### src/rtl/sync_ctrl_pkg.sv
// sync_ctrl_pkg: state encoding shared by the preamble-sync sequencer
package sync_ctrl_pkg;
   localparam int STATE_WIDTH = 3;
   typedef enum logic [STATE_WIDTH-1:0] {
      S_IDLE      = 3'd0,
      S_SEARCH    = 3'd1,
      S_WAIT_LONG = 3'd2,
      S_LOCKED    = 3'd3,
      S_HOLDOFF   = 3'd4
   } state_t;
endpackage

### src/rtl/sync_ctrl_sat_counter.sv
// sat_counter: up-counter with synchronous clear that sticks at all-ones
module sat_counter #(
   parameter int WIDTH = 16
) (
   input  logic             clock,
   input  logic             reset,
   input  logic             clr,
   input  logic             inc,
   output logic [WIDTH-1:0] count
);
   always_ff @(posedge clock)
      if (reset || clr) count <= '0;
      else if (inc && !(&count)) count <= count + 1'b1;
endmodule

### src/rtl/sync_ctrl.sv
// sync_ctrl: sequences short/long preamble detectors from power trigger to lock and flush
module sync_ctrl
   import sync_ctrl_pkg::*;
#(
   parameter int HOLDOFF_CYCLES = 32,
   parameter int CNT_WIDTH      = 16
) (
   input  logic                 clock,
   input  logic                 reset,
   input  logic                 enable,
   input  logic [31:0]          min_plateau_cfg,
   input  logic [CNT_WIDTH-1:0] long_timeout,
   input  logic                 sample_in_strobe,
   input  logic                 power_trigger,
   input  logic                 short_detected,
   input  logic [31:0]          short_phase_offset,
   input  logic                 long_detected,
   input  logic                 pkt_done,
   output logic                 short_rst,
   output logic                 short_en,
   output logic [31:0]          min_plateau,
   output logic                 long_rst,
   output logic                 long_en,
   output logic [31:0]          phase_offset,
   output logic                 locked,
   output logic                 sync_fail,
   output logic [2:0]           state_out,
   output logic [CNT_WIDTH-1:0] short_det_cnt,
   output logic [CNT_WIDTH-1:0] fail_cnt
);
   localparam int HW = HOLDOFF_CYCLES > 1 ? $clog2(HOLDOFF_CYCLES) : 1;
   localparam logic [HW-1:0] HINIT = HW'(HOLDOFF_CYCLES - 1);
   state_t state, nxt;
   logic [HW-1:0] hcnt;
   logic [CNT_WIDTH-1:0] tcnt;
   logic wait_long, timeout, lock_take, fail_take, short_take, abort;
   logic d_rst, d_short_en, d_long_en, d_locked;
   assign wait_long  = state == S_WAIT_LONG;
   assign timeout    = wait_long && sample_in_strobe && tcnt == long_timeout;
   assign lock_take  = wait_long && long_detected && !pkt_done;
   assign fail_take  = timeout && !long_detected && !pkt_done;
   assign abort      = pkt_done && (state == S_SEARCH || wait_long || state == S_LOCKED);
   // a retrigger in WAIT_LONG only counts when nothing of higher priority fired
   assign short_take = short_detected && !pkt_done &&
                       (state == S_SEARCH || (wait_long && !long_detected && !timeout));
   assign state_out  = state;
   always_ff @(posedge clock)
      if (reset) begin
         state        <= S_HOLDOFF;
         hcnt         <= HINIT;
         short_rst    <= 1'b1;
         long_rst     <= 1'b1;
         short_en     <= 1'b0;
         long_en      <= 1'b0;
         locked       <= 1'b0;
         sync_fail    <= 1'b0;
         phase_offset <= '0;
         min_plateau  <= '0;
      end else if (enable) begin
         state        <= nxt;
         hcnt         <= state == S_HOLDOFF ? hcnt - 1'b1 : HINIT;
         short_rst    <= d_rst;
         long_rst     <= d_rst;
         short_en     <= d_short_en;
         long_en      <= d_long_en;
         locked       <= d_locked;
         sync_fail    <= fail_take;
         phase_offset <= short_take ? short_phase_offset : phase_offset;
         min_plateau  <= min_plateau_cfg;
      end else begin
         sync_fail    <= 1'b0;
      end
   always_comb begin
      nxt = state;
      case (state)
         S_IDLE:      nxt = power_trigger ? S_SEARCH : S_IDLE;
         S_SEARCH:    nxt = abort ? S_HOLDOFF : short_take ? S_WAIT_LONG :
                            !power_trigger ? S_IDLE : S_SEARCH;
         S_WAIT_LONG: nxt = abort ? S_HOLDOFF : lock_take ? S_LOCKED :
                            fail_take ? S_HOLDOFF : S_WAIT_LONG;
         S_LOCKED:    nxt = abort ? S_HOLDOFF : S_LOCKED;
         S_HOLDOFF:   nxt = hcnt == '0 ? S_IDLE : S_HOLDOFF;
         default:     nxt = S_HOLDOFF;
      endcase
   end
   // outputs are decoded from the next state so they register alongside it
   always_comb begin
      d_rst      = nxt == S_HOLDOFF;
      d_short_en = nxt == S_SEARCH || nxt == S_WAIT_LONG;
      d_long_en  = nxt == S_WAIT_LONG || nxt == S_LOCKED;
      d_locked   = nxt == S_LOCKED;
   end
   sat_counter #(.WIDTH(CNT_WIDTH)) u_short_cnt (
      .clock(clock), .reset(reset), .clr(1'b0),
      .inc(enable && short_take), .count(short_det_cnt)
   );
   sat_counter #(.WIDTH(CNT_WIDTH)) u_fail_cnt (
      .clock(clock), .reset(reset), .clr(1'b0),
      .inc(enable && fail_take), .count(fail_cnt)
   );
   sat_counter #(.WIDTH(CNT_WIDTH)) u_timeout_cnt (
      .clock(clock), .reset(reset), .clr(enable && short_take),
      .inc(enable && wait_long && sample_in_strobe), .count(tcnt)
   );
endmodule
### config.mk
export PLATFORM = sky130hd
export DESIGN_NAME = sync_ctrl
export DESIGN_NICKNAME = d
export VERILOG_FILES = /design/src/rtl/sync_ctrl_pkg.sv /design/src/rtl/sync_ctrl_sat_counter.sv /design/src/rtl/sync_ctrl.sv
export SDC_FILE = /design/constraint.sdc
export NUM_CORES = 1
export LEC_CHECK = 0
export ABC_CLOCK_PERIOD_IN_PS = 3400
export CAP_MARGIN = 20
export CORE_UTILIZATION = 47
export CTS_CLUSTER_DIAMETER = 30
export DETAILED_ROUTE_END_ITERATION = 8
export PLACE_DENSITY_LB_ADDON = 0.25
export SLEW_MARGIN = 20
export SYNTH_ARGS = -nofsm -noshare
export SYNTH_HDL_FRONTEND = slang
export SYNTH_SLANG_ARGS = --single-unit
export TNS_END_PERCENT = 20
### constraint.sdc
create_clock -name clock -period 3.4 [get_ports clock]
set_clock_uncertainty 0.15 [all_clocks]
set_input_delay 0.68 -clock clock [delete_from_list [all_inputs] [get_ports clock]]
set_output_delay 0.68 -clock clock [all_outputs]
set_load 0.01 [all_outputs]
# After elaboration in Yosys (flattened, before gate mapping)
# Cells that the tools add are included.
dict set report op_classes {
  add_sub_neg 4
  n_eq_ne 9
  mux 10
  n_bitwise 1
  n_reduce_logical 37
}
# cell count
set op_table {}
lappend op_table {{$add 16x1->16 const B} 3}
lappend op_table {{$reduce_and 16->1} 3}
lappend op_table {{$logic_and 1x1->1} 18}
lappend op_table {{$mux 3} 6}
lappend op_table {{$eq 16x16->1} 1}
lappend op_table {{$pmux 3 s5} 1}
lappend op_table {{$eq 3x2->1 const B} 4}
lappend op_table {{$eq 3x1->1 const B} 2}
lappend op_table {{$eq 3x3->1 const B} 2}
lappend op_table {{$logic_not 1->1} 6}
lappend op_table {{$logic_or 1x1->1} 6}
lappend op_table {{$logic_not 5->1} 1}
lappend op_table {{$mux 5} 1}
lappend op_table {{$sub 5x1->5 const B} 1}
lappend op_table {{$logic_not 3->1} 1}
lappend op_table {{$mux 2} 1}
lappend op_table {{$reduce_and 2->1} 1}
lappend op_table {{$reduce_or 2->1} 1}
lappend op_table {{$mux 1} 1}
lappend op_table {{$not 1->1} 1}
dict set report word_totals {
  ff_bits 125
  in_bits 88
  output_inout_bits 105
}

# Logic depth before layout (Yosys ltp)
# Gate-level depths: netlist of run 1.
dict set report logic_depth {
  depth_word 12
  mapped_depth 8
  depth_no_buf 6
}

# Cells and area by module
# A second synthesis of run 1 with hierarchy kept.
dict set report hier_totals {
  hier_cells 716
  area_unflattened_um2 6332.3
}
# mod n_inst cells_per_inst area_each_um2
set modules_own_cells {}
lappend modules_own_cells {sync_ctrl 1 440 3888.7}
lappend modules_own_cells {sat_counter 3 92 814.5}

# Worst setup path after synthesis of run 1
# No wires, ideal clock.
dict set report synth_path {
  path_kind {input -> register}
  start {input port sample_in_strobe}
  end {register u_fail_cnt.count[13]}
  setup_ns 0.121
  t_arrival_ns 2.329
  slack_ns 0.800
  cell_stages 6
  n_path_buf 1
  cell_sequence {and4bb_2 > nand2_2 > or4_4 > buf_6 > nor4_1 > mux2_2}
}
dict set report synth_via {
  elab_chain_len 6
}
# element line
set synth_rtl {}
lappend synth_rtl {{start: declaration} sync_ctrl.sv:13} ;# input logic sample_in_strobe,
lappend synth_rtl {{$logic_and 1x1->1 (2 in series)} sync_ctrl.sv:39} ;# assign timeout = wait_long && sample_in_strobe && tcnt == long_timeout;
lappend synth_rtl {{$logic_and 1x1->1 (2 in series)} sync_ctrl.sv:41} ;# assign fail_take = timeout && !long_detected && !pkt_done;
lappend synth_rtl {{$logic_and 1x1->1} sync_ctrl.sv:99} ;# .inc(enable && fail_take), .count(fail_cnt)
lappend synth_rtl {{$logic_and 1x1->1} sync_ctrl_sat_counter.sv:13} ;# else if (inc && !(&count)) count <= count + 1'b1;
lappend synth_rtl {{end signal: assignment} sync_ctrl_sat_counter.sv:13}
lappend synth_rtl {{end: declaration} sync_ctrl_sat_counter.sv:9} ;# output logic [WIDTH-1:0] count
# No other way between the ends.
# A chain may end at the register's enable or synchronous reset.

# Worst setup path after layout of run 1
dict set report layout_path {
  start {input port long_timeout[15]}
  end {register u_fail_cnt.count[13]}
}
dict set report layout_via {
  elab_chain_len 6
}
# element line
set layout_rtl {}
lappend layout_rtl {{start: declaration} sync_ctrl.sv:12} ;# input logic [CNT_WIDTH-1:0] long_timeout,
lappend layout_rtl {{$eq 16x16->1} sync_ctrl.sv:39}
lappend layout_rtl {{$logic_and 1x1->1} sync_ctrl.sv:39}
lappend layout_rtl {{$logic_and 1x1->1 (2 in series)} sync_ctrl.sv:41}
lappend layout_rtl {{$logic_and 1x1->1} sync_ctrl.sv:99}
lappend layout_rtl {{$logic_and 1x1->1} sync_ctrl_sat_counter.sv:13}
# No other way between the ends.

==> results of run 1 <==
power groups by stage:
stage	Sequential [mW]	Combinational (mW)	Clock (mW)
global route	1.51	0.336	1.85
global placement	1.54	0.301	0
finish	1.51	0.309	1.74
floorplan	1.55	0.123	0
detailed placement	1.54	0.310	0
CTS	1.51	0.312	1.78
synthesized netlist by cell type (7+ instances only):
cell type and count:
nand4_1 16, and2_1 7, a211oi_1 14, nor2b_1 26
nand2b_1 69, a2111oi_0 9, nand2_1 33, clkbuf_1 31
nand3_1 20, o21ai_0 11, inv_1 10, mux2_2 22
xor2_1 8, mux2i_1 68, dfxtp_1 125, nor3_1 36
a21oi_1 18, xnor2_1 25, nor2_1 73
stage by stage:
| stage | worst slack (ns) | cells | utilization [%] |
|---|---|---|---|
| after floorplan | 0.800 | 687 | - |
| after global placement | 0.280 | 1019 | 64.8 |
| after detailed placement | 0.217 | 1019 | 64.8 |
| after CTS | 0.592 | 1050 | 69.3 |
| after global routing | 0.487 | 1051 | 69.4 |
| final | 0.573 | 1051 | 69.4 |
layout make-up:
cell class                 count  area (um2)  share of cell area, %
multi-input combinational    508        3430                   39.1
sequential                   125        2500                   28.5
timing repair buffer         204        2030                   23.1
clock buffer                  24         482                   5.48
tap                          172         215                   2.45
clock inverter                 7        87.6                  0.997
inverter                      10        37.5                  0.427
antenna                        1        2.50                 0.0285
flip-flops by register name (all words and copies together), names as in the netlist:
register and count:
min_plateau 32, locked 1, u_fail_cnt.count 16, phase_offset 32, sync_fail 1, short_en 1
long_rst 1, u_short_cnt.count 16, state_out 3, hcnt 5, u_timeout_cnt.count 16, long_en 1
kinds of logic (layout without fill, tap and decap cells):
| family | after synthesis | in the layout | share of synthesized area, % |
|---|---|---|---|
| AND/OR/NAND/NOR | 311 | 311 | 27.2 |
| flip-flops | 125 | 125 | 40.7 |
| multiplexers | 94 | 94 | 15.8 |
| AO/OA/AOI/OAI | 66 | 66 | 7.08 |
| buffers and inverters | 54 | 245 | 3.68 |
| XOR/XNOR | 33 | 33 | 4.70 |
| adder cells (fa/ha/maj) | 4 | 4 | 0.814 |
| other | 0 | 1 | 0 |
layer usage:
layer	GRT usage [%]	share of wire, %
met4	9.74	1.5
met2	39.8	48
met3	9.34	8.3
met1	28.3	42
met5	0	0
worst reg2reg max path, stage by stage, from the launching register on:
cell and delay (ns):
dfxtp_1 0.52, and4bb_2 0.35, nand2_2 0.10, or4_4 0.67, nor4_1 0.37, mux2_2 0.38
path summary, 6_finish.rpt:
| path | start | to | slack (ns) |
|---|---|---|---|
| setup reg to reg | state_out[1] | u_fail_cnt.count[13] | 0.75 |
| hold / removal | phase_offset[6] | phase_offset[6] | 0.32 |
| hold reg to reg | phase_offset[6] | phase_offset[6] | 0.32 |
| setup / recovery | long_timeout[15] | u_fail_cnt.count[13] | 0.57 |
==> summary.md, run 1 <==
| Metric | Value |
|---|---|
| # hold bufs at CTS | 0 |
| Hold WC Path Type | register to register |
| Commonest cells after routing, fill and taps aside | 190 x clkdlybuf4s50_1, 125 x dfxtp_1, 73 x nor2_1, 69 x nand2b_1, 68 x mux2i_1 |
| Clock buffer depth | 2 |
| DP Area | 8220 um2 |
| Vias per cell | 5.31 |
| Area leader, netlist | dfxtp_1 |
| Logic pwr share | 8.7% |
| Row cnt | 41 |
| RSZ-0062 raised after global routing | false |
| Via count | 5,584 |
| Sequential Power Share | 42.4% |
| Pwr Density | approximately 400 nW/um2 |
| Clk pwr share | 48.9% |
| Yosys top cell area share | 40.7% |
| Iteration-0 DRC Markers | 375 |
| CP Capture Type | register |
| Syn-to-layout area delta | 42.9% |
| I/O Buffers | 192 |
| Pleak | around 3.2 nW |
| GPL Wtd Cong | 0.882 |
| Req. time, crit path | 3.54 ns |
| FF-to-FF path depth | 5 |
| Yosys warning total | 0 |
| Most common cell after layout, fill and taps aside | clkdlybuf4s50_1 |
| Internal Dissipation | 2.81 mW |
| Hold slack final | about 0.32 ns |
| Normalized max-slew margin | between 40% and 50% |
| Top delay family on crit path | simple AND/OR/NAND/NOR gates |
| Register area share after synthesis | between 40 and 50% |
| First-pass GRT wire length | about 26 mm |
| WP buf/inv | 2 |
| Total power | between 3 and 4 mW |
| CP max-delay cell | nor4_1 |
| Sw power | 0.753 mW |
| CP most frequent cell | nor4_1 |
| Antenna violations before repair | 1 |
| Fmax | ~0.35 GHz |
| CTS tree | yes |
| Final ANT Viol Nets | 0 |
| Initial Utilization | approximately half |
| Synth top area cells | dfxtp_1 41%, mux2i_1 11%, nand2b_1 7.0% |
| Minimum clock period | approximately 2.8 ns |
| Final setup fails | 0 |
| Worst-path clk slew | 0.05 ns |
| Worst path max stage delay | ~0.56 ns |
| Maximum capacitance violations | 0 |
| DR WL/cell | around 15 um |
| Core Area | about 13,000 um2 |
| H-Tree Level Count | 4 |
| Netlist Area Pre-Place | ~6100 um2 |
| Post-cts sizing count | 0 |
| DRT Pass-1 Iters | 4 |
| Post-synth ARST share | 0% |
| Die boundary height | around 120 um |
| Largest net degree at the start of global routing | 94 |
| Worst VDD drop | 0.375 mV |
| Net Sw Frac | roughly a fifth |
| Status | finished, final reports clean |
| Final WL | roughly 16 mm |
| Netlist cell types | a little under 50 |
| Syn nets | slightly below 800 |
| Nets | about 960 |
| Clock Sinks | around 130 |
| DRC Markers | 0 |
| Slew at the pin with the worst max-slew slack | 0.870 ns |
| Num CTS Buffers | 17 |
| Mean Syn Cell Area | just under 9 um2 |
| Remaining global-route overflow | 0 |
| Number of post-CTS setup repair buffers | 0 |
| Overall routing resource usage | between 20% and 30% |
| Vias in the first global route | between 5k and 6k |
| I/O pin cnt | around 190 |
| Hold Violations, Final | 0 |
| Filler instances | 1,015 |
| Cells after Synth | roughly 690 |
| Root buf cell | clkbuf_16 |
| Die area | between 10,000 and 15,000 um2 |
| Hold depth | 2 |
| Synthesized flop and latch total | between 100 and 150 |
| Stages on worst setup path | 7 |
| CP Launch Type | input port |
| Critical path arrival | 2.97 ns |
| Post-route cell area | 8790 um2 |
| CP Class | input port to register |
| CP cell instances | clkdlybuf4s50_1 > xor2_1 > nor4_1 > buf_4 > nand4_1 > nor4_1 > mux2_2 |
| Crit path max fanout | 7 |
| Max-slew violation count | 0 |
| Tcrit/Tclk final | 83.1% |
| Share of post-route cells with drive strength above 1 | between 8 and 9% |
| Number of flops mapped to enable cells by yosys | 0 |
| Post-DP HPWL | ~11 mm |
| Clk_lat worst skew | between 0.4 and 0.5 ns |
| Die width | between 100 and 150 um |
| Final TNS setup | 0 ns |
| Top FF cell, synth | dfxtp_1 |
Note: power is estimated with default switching activity, not from simulation.
==> run 2: changes to the inputs <==
Settings changed: ABC_CLOCK_PERIOD_IN_PS 3400 to 2300, CORE_UTILIZATION 47 to 42.
Clock period 3.4 ns to 2.3 ns, I/O delays scaled along.
==> run 2 against run 1 <==
  * Largest cell class unchanged
  * Final area is 11% higher
  * Sequential share of layout area shrank 2.7 points
  * Total power is 55% higher
  * Setup slack worse by 0.60 ns
  * Via count grew 6.7%
  * Critical path depth is the same
  * The run now ends with setup timing left
  * Count of clock-buffer cells in the layout down 5
  * Register-to-register slack got worse by 0.75 ns
  * Final cell count rose by 6.7%
==> summary.md, run 2 (same netlist as run 1, synthesis figures left out) <==
| Metric | Value |
|---|---|
| Hold slack final | between 0.2 and 0.3 ns |
| Die area | around 15,000 um2 |
| Num CTS Buffers | 17 |
| Die width | ~120 um |
| Clock buffer depth | 2 |
| Worst-path clk slew | roughly 0.06 ns |
| FF-to-FF path depth | 6 |
| Die boundary height | around 120 um |
| I/O pin cnt | a little under 200 |
| CP Launch Type | input port |
| Slew at the pin with the worst max-slew slack | approximately 0.65 ns |
| Req. time, crit path | around 2.5 ns |
| Fmax | roughly 0.43 GHz |
| Via count | between 5k and 6k |
| Syn-to-layout area delta | 58.9% |
| First-pass GRT wire length | about 28 mm |
| Commonest cells after routing, fill and taps aside | 178 x clkdlybuf4s50_1, 117 x dfxtp_1, 73 x nor2_1, 69 x nand2b_1, 68 x mux2i_1 |
| CP Capture Type | register |
| Clk_lat worst skew | between 0.4 and 0.5 ns |
| Final ANT Viol Nets | 0 |
| Normalized max-slew margin | a little under three fifths |
| Worst VDD drop | about 0.5 mV |
| Pleak | approximately 3.7 nW |
| Maximum capacitance violations | 0 |
| # hold bufs at CTS | 0 |
| Overall routing resource usage | a little under a quarter |
| Final setup fails | 4 |
| Tcrit/Tclk final | 101% |
| Worst Setup Slack, final | -0.0237 ns |
| Worst R2R Start | u_timeout_cnt.count[9] |
| Minimum clock period | 2.32 ns |
| Core Area | around 14,000 um2 |
| Final WL | around 18 mm |
| Pre-CTS setup slack | -0.603 ns |
| DRC Markers | 0 |
| Clock Sinks | about 130 |
| Status | complete, but fails checks |
| CTS tree | yes |
| Most common cell after layout, fill and taps aside | clkdlybuf4s50_1 |
| Filler instances | around 1.1k |
| Worst path max stage delay | roughly 0.71 ns |
| Vias in the first global route | between 5k and 6k |
| Largest net degree at the start of global routing | 97 |
| Iteration-0 DRC Markers | roughly 320 |
| Row cnt | 43 |
| I/O Buffers | 192 |
| CP max-delay cell | or4_4 |
| Post-DP HPWL | ~12 mm |
| RSZ-0062 raised after global routing | true |
| Remaining global-route overflow | 0 |
| Share of post-route cells with drive strength above 1 | 19.8% |
| Cells after DPL | about 1.1k |
| Vias per cell | around 5.3 |
| Core Util, Final | ~70% |
| Crit path max fanout | 8 |
| Initial Utilization | between 40% and 50% |
| Antenna violations before repair | 0 |
| Worst setup path startpoint | long_timeout[9] |
| Reg2Reg Capture Point | u_fail_cnt.count[0] |
| Failing checks | setup timing |
| Hold Violations, Final | 0 |
| Hold WC Path Type | input port to register |
| Critical path arrival | 2.52 ns |
| CP Capture Point | u_fail_cnt.count[0] |
| Worst reg2reg setup slack | 0 ns |
| Total power | around 5.5 mW |
| DRT Pass-1 Iters | 4 |
| H-Tree Level Count | 4 |
| Finished Layout Cells | around 1.1k |
| CP cell instances | dlygate4sd2_1 > xnor2_4 > nand4_1 > or4_4 > buf_6 > or3_4 > a21oi_2 |
| Pwr Density | ~560 nW/um2 |
| DR WL/cell | ~16 um |
| Root buf cell | clkbuf_16 |
| Max-slew violation count | 0 |
| Nets | slightly above 1k |
| GPL Wtd Cong | approximately 0.84 |
| Min-delay src | enable |
| Top Registers | min_plateau: 32 flops, phase_offset: 32 flops |
| CP Class | input port to register |
[run 2: changes by cell type in the layout (fill, tap and decap cells not counted), sizes merged, moves of 4 or more]
cell           delta
buf              +57
clkdlybuf4s50    -12
dlymetal6s2s      +8
clkinvlp          +6
dlygate4sd2       +4
[run 2: area by class of cell]
class	count	area [um2]	area share (%)
Clock inverter	13	165	1.69
Tap cell	180	225	2.30
Clock buffer	19	453	4.63
Inverter	10	37.5	0.384
Multi-Input combinational cell	509	3750	38.4
Sequential cell	125	2510	25.7
Timing Repair Buffer	264	2630	26.9
Antenna cell	1	2.50	0.0256
[run 2: worst min path at each step]
stage / end / slack [ns] / cells after the start
after global placement: phase_offset[9] / 0.31 / 2
after floorplan: hcnt[3] / 0.32 / 2
after CTS: locked / 0.23 / 3
after global routing: locked / 0.26 / 3
after detailed placement: phase_offset[16] / 0.31 / 2
final: locked / 0.25 / 3
[run 2: per-layer routing]
layer | share of wire, % | routed length [um] | vias up | global-route usage (%)
li1 | - | - | 2861 | -
met1 | 40 | 7290 | 2842 | 26.7
met2 | 49 | 8990 | 230 | 39.5
met3 | 8.9 | 1610 | 24 | 8.58
met4 | 1.5 | 275 | 0 | 9.34
met5 | 0 | 0 | - | 0
[run 2: power breakdown]
part | leakage [nW] | total, mW | internal (mW) | switching (mW)
Sequential | 1.02 | 2.23 | 2.20 | 0.0231
Clock | 0.280 | 2.78 | 1.76 | 1.02
Combinational | 2.38 | 0.490 | 0.290 | 0.200
Total | 3.68 | 5.50 | 4.26 | 1.24
[run 2: metrics by stage]
step	TNS [ns]	cell area (um2)
finish	-0.0407	9770
global route	-0.178	9770
CTS	-0.000947	9370
detailed placement	-34.39	8650
global placement	-27.66	8650
floorplan	-0.149	6160
[run 2: critical path, delay by kind of cell]
family | cells | cell delay, ns
xor+xnor | 1 | 0.20
buf+inv | 2 | 0.46
simple gates | 3 | 1.26
compound gates | 1 | 0.14
[run 2: repair_timing]
item / 4_1_cts / 5_1_grt
gates cloned: 1 / 3
resized for setup: 25 / 56
endpoints found under the setup margin: 28 / 72
pin swaps: 6 / 22
setup buffers: 2 / 9
